**src/rtl/dual_input_debouncer.sv**
```systemverilog
`default_nettype none
// ============================================================================
// Module   : dual_input_debouncer
// Brief    : Two independent channels. Each channel has a 2-flop synchronizer,
//            a stability counter, a registered clean level and one-cycle
//            rise/fall pulses.
// Revision : 1.0  initial release
// ============================================================================
module dual_input_debouncer #(
    parameter int DEBOUNCE_CYCLES = 1000,
    parameter int CNT_W           = 16
) (
    input  logic clk,
    input  logic rst,
    input  logic raw_a,
    input  logic raw_b,
    output logic a_clean,
    output logic b_clean,
    output logic a_rise,
    output logic a_fall,
    output logic b_rise,
    output logic b_fall
);

    // Terminal count. The clean level follows the synchronized input on the
    // edge where the counter already holds this value and a mismatch persists.
    localparam logic [CNT_W-1:0] c_limit = CNT_W'(DEBOUNCE_CYCLES - 1);

    // Bit 0 is channel A and bit 1 is channel B.
    logic [1:0] w_raw;
    logic [1:0] w_clean;
    logic [1:0] w_rise;
    logic [1:0] w_fall;

    assign w_raw = {raw_b, raw_a};

    genvar gi;
    generate
        for (gi = 0; gi < 2; gi++) begin : g_ch
            logic             r_s1;
            logic             r_s2;
            logic             r_clean;
            logic             r_rise;
            logic             r_fall;
            logic [CNT_W-1:0] r_cnt;

            // Synchronize, count consecutive mismatches, and update the clean level with its pulse.
            always_ff @(posedge clk or posedge rst) begin
                if (rst) begin
                    r_s1    <= 1'b0;
                    r_s2    <= 1'b0;
                    r_clean <= 1'b0;
                    r_rise  <= 1'b0;
                    r_fall  <= 1'b0;
                    r_cnt   <= '0;
                end else begin
                    r_s1   <= w_raw[gi];
                    r_s2   <= r_s1;
                    // Pulses last only for the edge that changes the level.
                    r_rise <= 1'b0;
                    r_fall <= 1'b0;
                    if (r_s2 != r_clean) begin
                        if (r_cnt == c_limit) begin
                            r_clean <= r_s2;
                            r_cnt   <= '0;
                            r_rise  <= r_s2;
                            r_fall  <= ~r_s2;
                        end else begin
                            r_cnt <= r_cnt + CNT_W'(1);
                        end
                    end else begin
                        // The input returned to the clean level, so a partial count is a glitch.
                        r_cnt <= '0;
                    end
                end
            end

            assign w_clean[gi] = r_clean;
            assign w_rise[gi]  = r_rise;
            assign w_fall[gi]  = r_fall;
        end
    endgenerate

    assign a_clean = w_clean[0];
    assign b_clean = w_clean[1];
    assign a_rise  = w_rise[0];
    assign b_rise  = w_rise[1];
    assign a_fall  = w_fall[0];
    assign b_fall  = w_fall[1];

endmodule
`default_nettype wire

```
**config.mk**
```make
export PLATFORM = sky130hd
export DESIGN_NAME = dual_input_debouncer
export DESIGN_NICKNAME = d
export VERILOG_FILES = /design/src/rtl/dual_input_debouncer.sv
export SDC_FILE = /design/constraint.sdc
export NUM_CORES = 1
export LEC_CHECK = 0
export CAP_MARGIN = 10
export CORE_AREA = 5 5 72 74
export CTS_CLUSTER_DIAMETER = 80
export DETAILED_ROUTE_END_ITERATION = 7
export DIE_AREA = 0 0 77 79
export GPL_ROUTABILITY_DRIVEN = 1
export PLACE_DENSITY_LB_ADDON = 0.05
export SETUP_SLACK_MARGIN = 0.05
export SYNTH_ARGS = -nofsm -noshare
export SYNTH_HDL_FRONTEND = slang
export SYNTH_SLANG_ARGS = --single-unit
```
**constraint.sdc**
```tcl
create_clock -name clk -period 1.8 [get_ports clk]
set_input_delay 0.36 -clock clk [delete_from_list [all_inputs] [get_ports clk]]
set_output_delay 0.36 -clock clk [all_outputs]
set_load 0.1 [all_outputs]
```
==> qor.yml <==
multi_input_area_um2: 840.8
yosys.area.top_type: "dfrtp_1"
path_cells: "or4_4 -> or4_4 -> mux2_4"
worstRegToRegCells: 3
muxShareOfSynthArea_pct: 1.376
cp-start-kind: "flop"
worst_pin_slew_ns: 0.3747
path_clk_slew_ns: 0.07
grt_overflow: 0
crit_arrival_ns: 2.07
rsz0062_at_grt: "true"
hold_buffers: 0
synth_common_cells: "42 x dfrtp_1, 35 x nor2_1, 17 x xnor2_1, 13 x nand4_1, 12 x xor2_1"
synth-seq-cells: 42
drc: 0
clockPowerShare_pct: 41.9
core.rowCount: 25
p_int_w: 0.001438
setup_viol: 17
max_slew_margin_pct: 74.79
core_mm2: 0.004536
synth-seq-area-share_pct: 55.05
end_kind: "flop"
worstSetupEndpoint: "a_clean$_DFFE_PP0P_"
cp_max_fo: 3
avgSynthCellArea_um2: 10.61
status: "finished with violations"
power.density_mw_per_mm2: 761.8
synth_enable_flop_cells: 0
nets: 213
drive_gt1_share_pct: 18.27
fmax_ghz: 0.5285
yosysWarnings: 0
fin_crit_ns: 1.892
diodes: 0
clk_path_buf_depth: 2
yosys.area_share.simple_pct: 26.28
r2r_start: "g_ch[0].r_cnt[3]$_DFF_PP0_"
p_seq_share_pct: 54.2
io_pins: 10
cp_slowest_cell: "or4_4"
cp.required_ns: 1.97
clock_latency_ns: 0.29
routabilityCongestion: 0.8019
cts_root_buf: "clkbuf_8"
yosys.area_share.xor_xnor_pct: 13.30
grt_pass1_wl_um: 6465
vias_per_cell: 5.340
postLayoutCoreUtil_pct: 51.86
fp.dieH_um: 79
grtUsageTotal_pct: 13.20
timing.max_cap.violations: 0
drt-wirelength-per-cell_um: 13.60
synthCells: 180
p_comb_share_pct: 3.8
antenna_found_initial: 0
wirelength_um: 3563
synth_top_area_share_pct: 55.05
synth_top_family_by_area: "simple AND/OR/NAND/NOR gates"
total_leakage_power_nw: 0.9880
ir_drop_uv: 379.6
async_reset_ff_share_pct: 100.0
r2r-end: "a_clean$_DFFE_PP0P_"
cts_tree: "done"
synthAdderAreaFrac_pct: 1.311
synth_top_flop_cell: "dfrtp_1"
violations: "setup timing"
fillers: 413
hold_path_class: "flop to flop"
htree_levels: 2
holdCritStartpoint: "g_ch[0].r_s1$_DFF_PP0_"
path_class: "flop to flop"
drtPass1Iterations: 4
rrSetupSlack_ns: -0.09
final_hold_viol_count: 0
critical_path.startpoint: "g_ch[0].r_cnt[3]$_DFF_PP0_"
syn_nets: 186
seq_area_mm2: 0.001052
yosysMostFrequentCell: "dfrtp_1"
ys_types: 27
vias: 1399
tns_ns: -0.4546
dp_hpwl_um: 2498
cts_sinks: 42
finalClockSkew_ns: 0.008713
cts_buffers: 5
cpPeakStageDelay_ns: 0.56
synth_compound_area_share_pct: 0.9830
drt_first_iter_violations: 64
area_delta_synth_final_pct: 23.20
power_switching_share_pct: 19.76
die_area_mm2: 0.006083
io_buffers: 9
grt_max_degree: 43
ant_nets: 0
slew_violations: 0
period_share_pct: 105.1
die_w_um: 77
p_total_w: 0.001792
fin_ws_ns: -0.09202
initial_utilization_pct: 42.10
power_switching_w: 0.0003542
grt_pass1_vias: 1432
cpMostUsedCell: "or4_4"
syn_area_mm2: 0.001909
ys_top_cells_by_area: "dfrtp_1 55%, xnor2_1 7.8%, nor2_1 6.9%"
## per-stage QoR
stage | hold WS [ns] | setup WS, ns | area, um^2 | std cells
finish | 0.3533 | -0.09202 | 2352 | 262
global route | 0.3616 | -0.1170 | 2352 | 262
CTS | 0.3566 | -0.08640 | 2330 | 261
detailed placement | 0.3387 | -0.06972 | 2213 | 253
global placement | 0.3333 | -0.05233 | 2213 | 253
floorplan | 0.3312 | -0.06054 | 1911 | 180
## power by group through the flow
stage               registers [W]  logic (W)  clock network [W]
floorplan                0.000987  0.0000451                  0
global placement         0.000989  0.0000678                  0
detailed placement       0.000990  0.0000711                  0
CTS                      0.000971  0.0000717           0.000787
global route             0.000974  0.0000801           0.000827
finish                   0.000972  0.0000687           0.000751
## kinds of logic after synthesis
kind of cell,Yosys count
simple gates,96
flops,42
xor+xnor,29
buf+inv,6
compound gates,3
mux,2
fa+ha+maj,2
## layer usage
layer,up-vias,GRT usage (%),share of wire (%)
li1,683,-,-
met1,677,15.04,43
met2,31,23.51,53
met3,8,3.855,3.4
met4,0,4.639,1.1
met5,-,0,0
## cells in the final DEF, fill, tap and decap left out, drive strengths merged
| master | count |
|---|---|
| a31o | 1 |
| a21oi | 1 |
| buf | 19 |
| ha | 2 |
| o21ai | 1 |
| and4 | 3 |
| and3 | 2 |
| clkbuf | 7 |
| dfrtp | 42 |
| mux2 | 2 |
| xnor2 | 17 |
| nor4 | 8 |
| clkdlybuf4s50 | 3 |
| nand3 | 8 |
| xor2 | 12 |
| nor3 | 7 |
| nor2 | 35 |
| nor3b | 4 |
| or2 | 2 |
| or4 | 4 |
| inv | 4 |
| bufinv | 1 |
| nand4 | 13 |
| nand2 | 9 |
| and2 | 1 |
## worst min-delay path by stage
stage	depth (start not counted)	to	slack, ns
finish	0	g_ch[0].r_s2$_DFF_PP0_	0.35
global route	0	g_ch[0].r_s2$_DFF_PP0_	0.36
CTS	0	g_ch[0].r_s2$_DFF_PP0_	0.36
detailed placement	0	g_ch[0].r_s2$_DFF_PP0_	0.34
global placement	0	g_ch[0].r_s2$_DFF_PP0_	0.33
floorplan	0	g_ch[0].r_s2$_DFF_PP0_	0.33
## worst max-delay path, delay by kind of cell (launching register included)
kind / cells / cell delay (ns)
multiplexers: 1 / 0.31
AND/OR/NAND/NOR: 2 / 1.09
flip-flops: 1 / 0.38
## final cells by class
type / instances / area share [%]
inverters: 4 / 0.6383
clock inverters: 1 / 1.277
clock buffers: 7 / 3.670
well taps: 54 / 2.872
flip-flops and latches: 42 / 44.73
repair buffers: 22 / 11.06
multi-input cells: 132 / 35.74
## timing repair
item / in CTS / in global routing
pin swaps: 0 / 1
setup endpoints to repair: 17 / 18
resized for setup: 0 / 3
setup buffers: 0 / 1
## flip-flops by register name, indices dropped and copies added, names as in the netlist
| name | count |
|---|---|
| b_rise | 1 |
| g_ch.r_s1 | 2 |
| g_ch.r_cnt | 32 |
| b_fall | 1 |
| a_rise | 1 |
| a_clean | 1 |
| a_fall | 1 |
| g_ch.r_s2 | 2 |
| b_clean | 1 |
(Power assumes the default switching activity.)
